**config.mk**
```make
export PLATFORM = sky130hd
export DESIGN_NAME = ldpc_parity_readout
export DESIGN_NICKNAME = d
export VERILOG_FILES = /design/src/rtl/LDPC_pkg.sv /design/src/rtl/ldpc_pb_skid_fifo.sv /design/src/rtl/ldpc_parity_readout.sv
export SDC_FILE = /design/constraint.sdc
export NUM_CORES = 2
export LEC_CHECK = 0
export CAP_MARGIN = 20
export CORE_AREA = 5 5 320 322
export CTS_CLUSTER_DIAMETER = 60
export DETAILED_ROUTE_END_ITERATION = 6
export DIE_AREA = 0 0 325 327
export GPL_TIMING_DRIVEN = 0
export HOLD_SLACK_MARGIN = 0.05
export SLEW_MARGIN = 20
export SYNTH_ARGS = -nofsm -noshare
export SYNTH_HDL_FRONTEND = slang
export SYNTH_HIERARCHICAL = 1
export SYNTH_SLANG_ARGS = --single-unit
```
**constraint.sdc**
```tcl
create_clock -name clk -period 7.7 [get_ports clk]
set_input_delay 2.31 -clock clk [delete_from_list [all_inputs] [get_ports clk]]
set_output_delay 2.31 -clock clk [all_outputs]
set_load 0.05 [all_outputs]
```
**src/rtl/LDPC_pkg.sv**
```systemverilog
// Shared LDPC types and constants: base-graph selector, parity block counts,
// parity word width and the parity readout FSM state encoding.
package LDPC_pkg;

  localparam int unsigned MAX_ZC            = 384;
  localparam int unsigned ZC_W              = 9;
  localparam int unsigned BG1_PARITY_BLOCKS = 46;
  localparam int unsigned BG2_PARITY_BLOCKS = 42;

  typedef enum logic {
    BG1 = 1'b0,
    BG2 = 1'b1
  } bg_t;

  typedef enum logic [1:0] {
    PR_IDLE  = 2'd0,
    PR_READ  = 2'd1,
    PR_DRAIN = 2'd2
  } pr_state_t;

endpackage

```
**src/rtl/ldpc_pb_skid_fifo.sv**
```systemverilog
// Two-entry skid FIFO for parity beats. The head entry is a register so the
// output stream is driven straight from flops.
// Ports: clk, rst_n (async active-low), push/din (write), pop (read),
//        dout (head entry), full, empty, count (0..2).
module ldpc_pb_skid_fifo #(
  parameter int unsigned W = LDPC_pkg::MAX_ZC + 10
) (
  input  logic         clk,
  input  logic         rst_n,
  input  logic         push,
  input  logic [W-1:0] din,
  input  logic         pop,
  output logic [W-1:0] dout,
  output logic         full,
  output logic         empty,
  output logic [1:0]   count
);

  logic [W-1:0] head;
  logic [W-1:0] tail;
  logic [1:0]   cnt;
  logic         do_push;
  logic         do_pop;

  assign full    = (cnt == 2'd2);
  assign empty   = (cnt == 2'd0);
  assign count   = cnt;
  assign dout    = head;
  // A push into a full FIFO is accepted only when the head leaves in the same cycle.
  assign do_push = push & (~full | pop);
  assign do_pop  = pop & ~empty;

  // Entry shift structure: tail moves into head on pop.
  always_ff @(posedge clk or negedge rst_n) begin
    if (!rst_n) begin
      head <= '0;
      tail <= '0;
      cnt  <= 2'd0;
    end else begin
      case ({do_push, do_pop})
        2'b10: begin
          if (cnt == 2'd0) head <= din;
          else             tail <= din;
          cnt <= cnt + 2'd1;
        end
        2'b01: begin
          if (cnt == 2'd2) head <= tail;
          cnt <= cnt - 2'd1;
        end
        2'b11: begin
          if (cnt == 2'd1) begin
            head <= din;
          end else begin
            head <= tail;
            tail <= din;
          end
        end
        default: ;
      endcase
    end
  end

endmodule

```
**src/rtl/ldpc_parity_readout.sv**
```systemverilog
// Drains finished LDPC parity blocks from the encoder parity memory and emits
// them as a valid/ready stream of Zc-wide beats, truncating the final beat so
// exactly e_parity bits leave the block.
// Ports: clk, reset_n (async active-low);
//        cw_vector_valid/bg/zc/e_parity : job start (rising edge) and job parameters;
//        parity_out_address/parity_out_rd_en/parity_out : parity memory read port (1-cycle latency);
//        pb_data/pb_len/pb_valid/pb_last/pb_ready : output beat stream;
//        busy : job in progress; done : one-cycle pulse after the last beat is accepted.
module ldpc_parity_readout #(
  parameter int unsigned MAX_ZC            = LDPC_pkg::MAX_ZC,
  parameter int unsigned ADDR_W            = 9,
  parameter int unsigned E_W               = 16,
  parameter int unsigned BG1_PARITY_BLOCKS = LDPC_pkg::BG1_PARITY_BLOCKS,
  parameter int unsigned BG2_PARITY_BLOCKS = LDPC_pkg::BG2_PARITY_BLOCKS
) (
  input  logic                        clk,
  input  logic                        reset_n,
  input  logic                        cw_vector_valid,
  input  LDPC_pkg::bg_t               bg,
  input  logic [LDPC_pkg::ZC_W-1:0]   zc,
  input  logic [E_W-1:0]              e_parity,
  output logic [ADDR_W-1:0]           parity_out_address,
  output logic                        parity_out_rd_en,
  input  logic [MAX_ZC-1:0]           parity_out,
  output logic [MAX_ZC-1:0]           pb_data,
  output logic [LDPC_pkg::ZC_W-1:0]   pb_len,
  output logic                        pb_valid,
  output logic                        pb_last,
  input  logic                        pb_ready,
  output logic                        busy,
  output logic                        done
);

  localparam int unsigned ZC_W = LDPC_pkg::ZC_W;
  localparam int unsigned FW   = MAX_ZC + ZC_W + 1;

  LDPC_pkg::pr_state_t state;
  LDPC_pkg::pr_state_t state_nxt;

  logic              cvv_q;
  logic              start_edge;
  logic [ZC_W-1:0]   zc_q;
  logic [ADDR_W-1:0] blk_max_q;
  logic [ADDR_W-1:0] rd_idx;
  logic [E_W-1:0]    rd_rem;
  logic              rd_q;
  logic [ZC_W-1:0]   tag_len;
  logic              tag_last;
  logic              done_q;

  logic              rd_issue;
  logic              done_nxt;
  logic              job_start;
  logic [ZC_W-1:0]   rd_len;
  logic              rd_last;
  logic              pop;
  logic              credit_ok;

  logic              fifo_full;
  logic              fifo_empty;
  logic [1:0]        fifo_count;
  logic [MAX_ZC-1:0] data_masked;
  logic [FW-1:0]     fifo_din;
  logic [FW-1:0]     fifo_dout;

  assign start_edge = cw_vector_valid & ~cvv_q;
  assign pop        = pb_valid & pb_ready;

  // Tag of the read about to be issued: length never exceeds remaining budget.
  assign rd_len  = (rd_rem < E_W'(zc_q)) ? ZC_W'(rd_rem) : zc_q;
  assign rd_last = (rd_rem <= E_W'(zc_q)) || (rd_idx == blk_max_q - ADDR_W'(1));

  // A new read lands one cycle later; it may only go out if the FIFO can hold
  // it counting the read already in flight and any pop happening right now.
  assign credit_ok = fifo_full ? (pop & ~rd_q)
                               : ((3'(fifo_count) + 3'(rd_q)) <= (pop ? 3'd2 : 3'd1));

  // State register.
  always_ff @(posedge clk or negedge reset_n) begin
    if (!reset_n) state <= LDPC_pkg::PR_IDLE;
    else          state <= state_nxt;
  end

  // Next-state and control decode.
  always_comb begin
    state_nxt = state;
    rd_issue  = 1'b0;
    done_nxt  = 1'b0;
    job_start = 1'b0;
    case (state)
      LDPC_pkg::PR_IDLE: begin
        if (start_edge) begin
          if (e_parity == '0 || zc == '0) begin
            done_nxt = 1'b1;
          end else begin
            job_start = 1'b1;
            state_nxt = LDPC_pkg::PR_READ;
          end
        end
      end
      LDPC_pkg::PR_READ: begin
        if (credit_ok) begin
          rd_issue = 1'b1;
          if (rd_last) state_nxt = LDPC_pkg::PR_DRAIN;
        end
      end
      LDPC_pkg::PR_DRAIN: begin
        // The last-tagged beat is the only entry left once it reaches the head.
        if (pop && pb_last) begin
          done_nxt  = 1'b1;
          state_nxt = LDPC_pkg::PR_IDLE;
        end
      end
      default: state_nxt = LDPC_pkg::PR_IDLE;
    endcase
  end

  // Job parameters, read counters and the tag travelling with each read.
  always_ff @(posedge clk or negedge reset_n) begin
    if (!reset_n) begin
      cvv_q     <= 1'b0;
      zc_q      <= '0;
      blk_max_q <= '0;
      rd_idx    <= '0;
      rd_rem    <= '0;
      rd_q      <= 1'b0;
      tag_len   <= '0;
      tag_last  <= 1'b0;
      done_q    <= 1'b0;
    end else begin
      cvv_q  <= cw_vector_valid;
      rd_q   <= rd_issue;
      done_q <= done_nxt;
      if (job_start) begin
        zc_q      <= zc;
        blk_max_q <= (bg == LDPC_pkg::BG1) ? ADDR_W'(BG1_PARITY_BLOCKS)
                                           : ADDR_W'(BG2_PARITY_BLOCKS);
        rd_idx    <= '0;
        rd_rem    <= e_parity;
      end else if (rd_issue) begin
        rd_idx <= rd_idx + ADDR_W'(1);
        rd_rem <= rd_rem - E_W'(rd_len);
      end
      if (rd_issue) begin
        tag_len  <= rd_len;
        tag_last <= rd_last;
      end
    end
  end

  // Zero every bit at or above the beat length before it is stored.
  for (genvar g = 0; g < int'(MAX_ZC); g++) begin : g_mask
    assign data_masked[g] = parity_out[g] & (ZC_W'(g) < tag_len);
  end

  assign fifo_din = {tag_last, tag_len, data_masked};

  ldpc_pb_skid_fifo #(
    .W (FW)
  ) u_fifo (
    .clk   (clk),
    .rst_n (reset_n),
    .push  (rd_q),
    .din   (fifo_din),
    .pop   (pop),
    .dout  (fifo_dout),
    .full  (fifo_full),
    .empty (fifo_empty),
    .count (fifo_count)
  );

  assign parity_out_address = rd_idx;
  assign parity_out_rd_en   = rd_issue;
  assign pb_data            = fifo_dout[MAX_ZC-1:0];
  assign pb_len             = fifo_dout[MAX_ZC +: ZC_W];
  assign pb_last            = fifo_dout[FW-1];
  assign pb_valid           = ~fifo_empty;
  assign busy               = (state != LDPC_pkg::PR_IDLE);
  assign done               = done_q;

endmodule

```
==> impl_metrics.tcl <==
set metrics [dict create \
    yosysWarnings 6 \
    syn_area_mm2 0.03947 \
    p_per_area_mw_per_mm2 527.0 \
    synth-edff-count 0 \
    crit_start "pb_ready" \
    drtPass1Iterations 5 \
    synth_area_per_cell_um2 10.34 \
    numCtsBuffers 98 \
    grt_pass1_vias 35580 \
    cts_num_sinks 841 \
    fin_skew_ns 0.01907 \
    io_buffers 820 \
    final_antenna_net_count 0 \
    grt_util_met1_pct 42.75 \
    grt.overflow.total 0 \
    path_clk_slew_ns 0.06 \
    use_met2_pct 53.58 \
    tightest_slew_ns 1.221 \
    gp_congestion 0.8909 \
    cts_setup_buffers 0 \
    rsz0062_at_grt "no" \
    drc_errors 0 \
    die-area_mm2 0.1063 \
    worstPathMaxFanout 11 \
    synth-seq-cells 841 \
    setup_viol 0 \
    grt_pass1_wl_mm 260.3 \
    ys.flop_type "dfrtp_1" \
    syn-num-nets 4264 \
    critical_path_arrival_ns 5.17 \
    drv_cap 0 \
    grt_use_met3_pct 9.113 \
    cts_tree "done" \
    min_path_type "flip-flop to flip-flop" \
    clk_latency_ns 0.68 \
    syn-instance-count 3818 \
    max_slew_margin_pct 17.96 \
    root_buffer "clkbuf_16" \
    busiest_layer "met2" \
    reg2reg_depth 13 \
    fin_setup_tns_ns 0 \
    chipWidth_um 325 \
    crit_type "primary input to output pin" \
    initial_core_util_pct 39.76 \
    r2r_slack_ns 3.56 \
    pre_cts_slack_ns -0.5318 \
    async_reset_ff_share_pct 100.0 \
    wl_per_cell_um 30.39 \
    grt_usage_pct 33.79 \
    drt-initial-drc-count 3475 \
    yosysSeqAreaShare_pct 53.32 \
    fin_crit_ns 7.482 \
    via_per_inst 5.771 \
    grt_max_degree 138 \
    reg2reg_to "rd_rem[15]$_DFFE_PN0P_" \
    p_leak_nw 23.23 \
    finalWorstSetupSlack_ns 0.2177 \
    clk_path_buf_depth 3 \
    post-route-period-util_pct 97.17 \
    startpoint_type "primary input" \
    syn_to_final_growth_pct 34.78 \
    io_pins 821 \
    peakVddDrop_uv 400.0 \
    finalWirelength_mm 186.9 \
    htree_levels 3 \
    rr_startpoint "rd_rem[6]$_DFFE_PN0P_" \
    fillers 9177 \
    post-dp-hpwl_mm 141.2 \
    worstPathRequired_ns 5.39 \
    core_mm2 0.09928 \
    num-nets-final 5203 \
    drv_slew 0 \
    end_kind "output pin" \
    fmax_mhz 133.7 \
    vias 35500 \
    fin_hold_ws_ns 0.4795 \
    setup.worst_path.end "parity_out_rd_en" \
    status "complete, no violations" \
    chipHeight_um 327 \
    antenna_found_initial 49 \
    ys_types 66 \
    rows 116 \
    finalHoldViolations 0 \
    drive_above_1_share_pct 16.05 \
    total_power_mw 28.04 \
]
cell families (layout without fill, tap and decap cells):
kind of cell / after synthesis / in the layout / synth area share [%]
xor gates and xnor gates: 12 / 12 / 0.2663
buffers and inverters: 358 / 1369 / 4.197
AOI/OAI and AO/OA: 1251 / 1251 / 19.99
muxes: 405 / 405 / 11.53
and+or+nand+nor: 919 / 919 / 9.649
other: 0 / 24 / 0
adders and majority gates: 32 / 32 / 1.052
DFF: 841 / 841 / 53.32
power breakdown:
part / leakage (nW) / switching [mW] / internal, mW / total [mW]
logic: 10.7 / 10.7 / 5.31 / 16.1
registers: 10.9 / 1.04 / 6.25 / 7.30
clock network: 1.56 / 1.95 / 2.74 / 4.68
total: 23.2 / 13.7 / 14.3 / 28.0
worst max-delay path, stage by stage:
cell and delay [ns]:
clkdlybuf4s50_1 0.50, nor2b_4 0.28, fa_1 0.45, or3_1 0.41
a311oi_2 0.39, or2_4 0.21, inv_2 0.05, buf_6 0.14
dlygate4sd2_1 0.43
per-stage QoR:
stage	instances	area, um^2	util, %
floorplan	3818	39470	-
global placement	5936	49300	49.66
detailed placement	5955	49950	50.31
CTS	6127	53130	53.52
global route	6140	53170	53.56
finish	6151	53200	53.59
placed cells by master (no fill, tap or decap), types with 18 or more instances in the layout:
| cell | netlist | layout |
|---|---|---|
| clkbuf_8 | 0 | 19 |
| a22oi_1 | 397 | 397 |
| clkinv_2 | 0 | 18 |
| a21oi_1 | 225 | 220 |
| diode_2 | 0 | 24 |
| clkbuf_1 | 160 | 169 |
| clkbuf_16 | 0 | 99 |
| buf_4 | 22 | 22 |
| a21boi_0 | 55 | 55 |
| inv_1 | 33 | 33 |
| ha_1 | 30 | 30 |
| clkdlybuf4s50_1 | 0 | 818 |
| o21ai_0 | 71 | 70 |
| buf_2 | 129 | 129 |
| nor2b_1 | 21 | 20 |
| o21a_1 | 56 | 56 |
| and3_1 | 19 | 19 |
| mux2_2 | 396 | 396 |
| o211a_1 | 28 | 28 |
| o21ai_1 | 361 | 360 |
| dfrtp_1 | 841 | 841 |
| nand2_1 | 679 | 679 |
| nor2_1 | 89 | 84 |
layout make-up:
cell class	count	area [um^2]	share of cell area, %
sequential	841	21050	39.56
multi-input combinational	2619	16920	31.81
timing repair buffer	839	8702	16.36
clock buffer	135	2803	5.268
tap	1298	1624	3.053
buffer	324	1539	2.893
clock inverter	37	376.6	0.7079
inverter	34	127.6	0.2399
antenna	24	60.06	0.1129
synth_stat cells, types with 3 or more instances:
cell type | n | area (um^2)
o211a_1 | 28 | 280.3
o311ai_0 | 4 | 35.03
xnor2_1 | 7 | 61.31
nand4_1 | 7 | 43.79
dfrtp_1 | 841 | 21050
ha_1 | 30 | 375.4
o311a_1 | 9 | 90.09
nand2_1 | 679 | 2549
buf_6 | 6 | 67.56
nand2b_1 | 16 | 100.1
o21ai_1 | 361 | 1807
o31a_1 | 3 | 26.28
nor2_1 | 89 | 334.1
buf_2 | 129 | 645.6
buf_4 | 22 | 165.2
nand3_1 | 16 | 80.08
a31oi_1 | 10 | 62.56
a21oi_1 | 225 | 1126
o21ai_0 | 71 | 355.3
or3_1 | 13 | 81.33
a22oi_1 | 397 | 2980
inv_1 | 33 | 123.9
a221o_1 | 6 | 60.06
nor4_1 | 7 | 43.79
and2_1 | 16 | 100.1
xor2_1 | 5 | 43.79
a21o_1 | 4 | 30.03
a21boi_0 | 55 | 412.9
buf_1 | 4 | 15.01
nor3_1 | 17 | 85.08
o211ai_1 | 4 | 30.03
clkbuf_1 | 160 | 600.6
or2_2 | 7 | 43.79
mux2i_1 | 9 | 90.09
mux2_2 | 396 | 4459
o21a_1 | 56 | 420.4
nor2b_1 | 21 | 131.4
and3_1 | 19 | 118.9
timing repair:
item	4_1_cts	5_1_grt
pin swaps	0	0
setup endpoints to repair	1	1
hold buffers	0	0
resized for setup	3	1
flip-flops by register name (all words and copies together), names as in the netlist, 2 cells and up:
name and count:
rd_rem 16, tag_len 9, blk_max_q 2, zc_q 9, u_fifo/dout 394, state 2
parity_out_address 9, u_fifo/count 2, u_fifo/tail 394
worst min path at each step:
stage | cells past startpoint | startpoint | end | slack [ns]
after floorplan | 1 | state[0]$_DFFE_PN0P_ | done$_DFF_PN0_ | 0.45
after global placement | 2 | u_fifo/dout[99]$_DFFE_PN0P_ | u_fifo/dout[99]$_DFFE_PN0P_ | 0.47
after detailed placement | 2 | u_fifo/dout[348]$_DFFE_PN0P_ | u_fifo/dout[348]$_DFFE_PN0P_ | 0.47
after CTS | 2 | u_fifo/dout[348]$_DFFE_PN0P_ | u_fifo/dout[348]$_DFFE_PN0P_ | 0.48
after global routing | 2 | u_fifo/dout[22]$_DFFE_PN0P_ | u_fifo/dout[22]$_DFFE_PN0P_ | 0.50
final | 2 | u_fifo/dout[356]$_DFFE_PN0P_ | u_fifo/dout[356]$_DFFE_PN0P_ | 0.48
routing by layer:
metal / part of all wire, % / vias to the layer above
met1: 40 / 17830
li1: - / 15530
met4: 5.6 / 34
met3: 8.6 / 411
met2: 46 / 1692
met5: 0.11 / -
(Power assumes the default switching activity.)
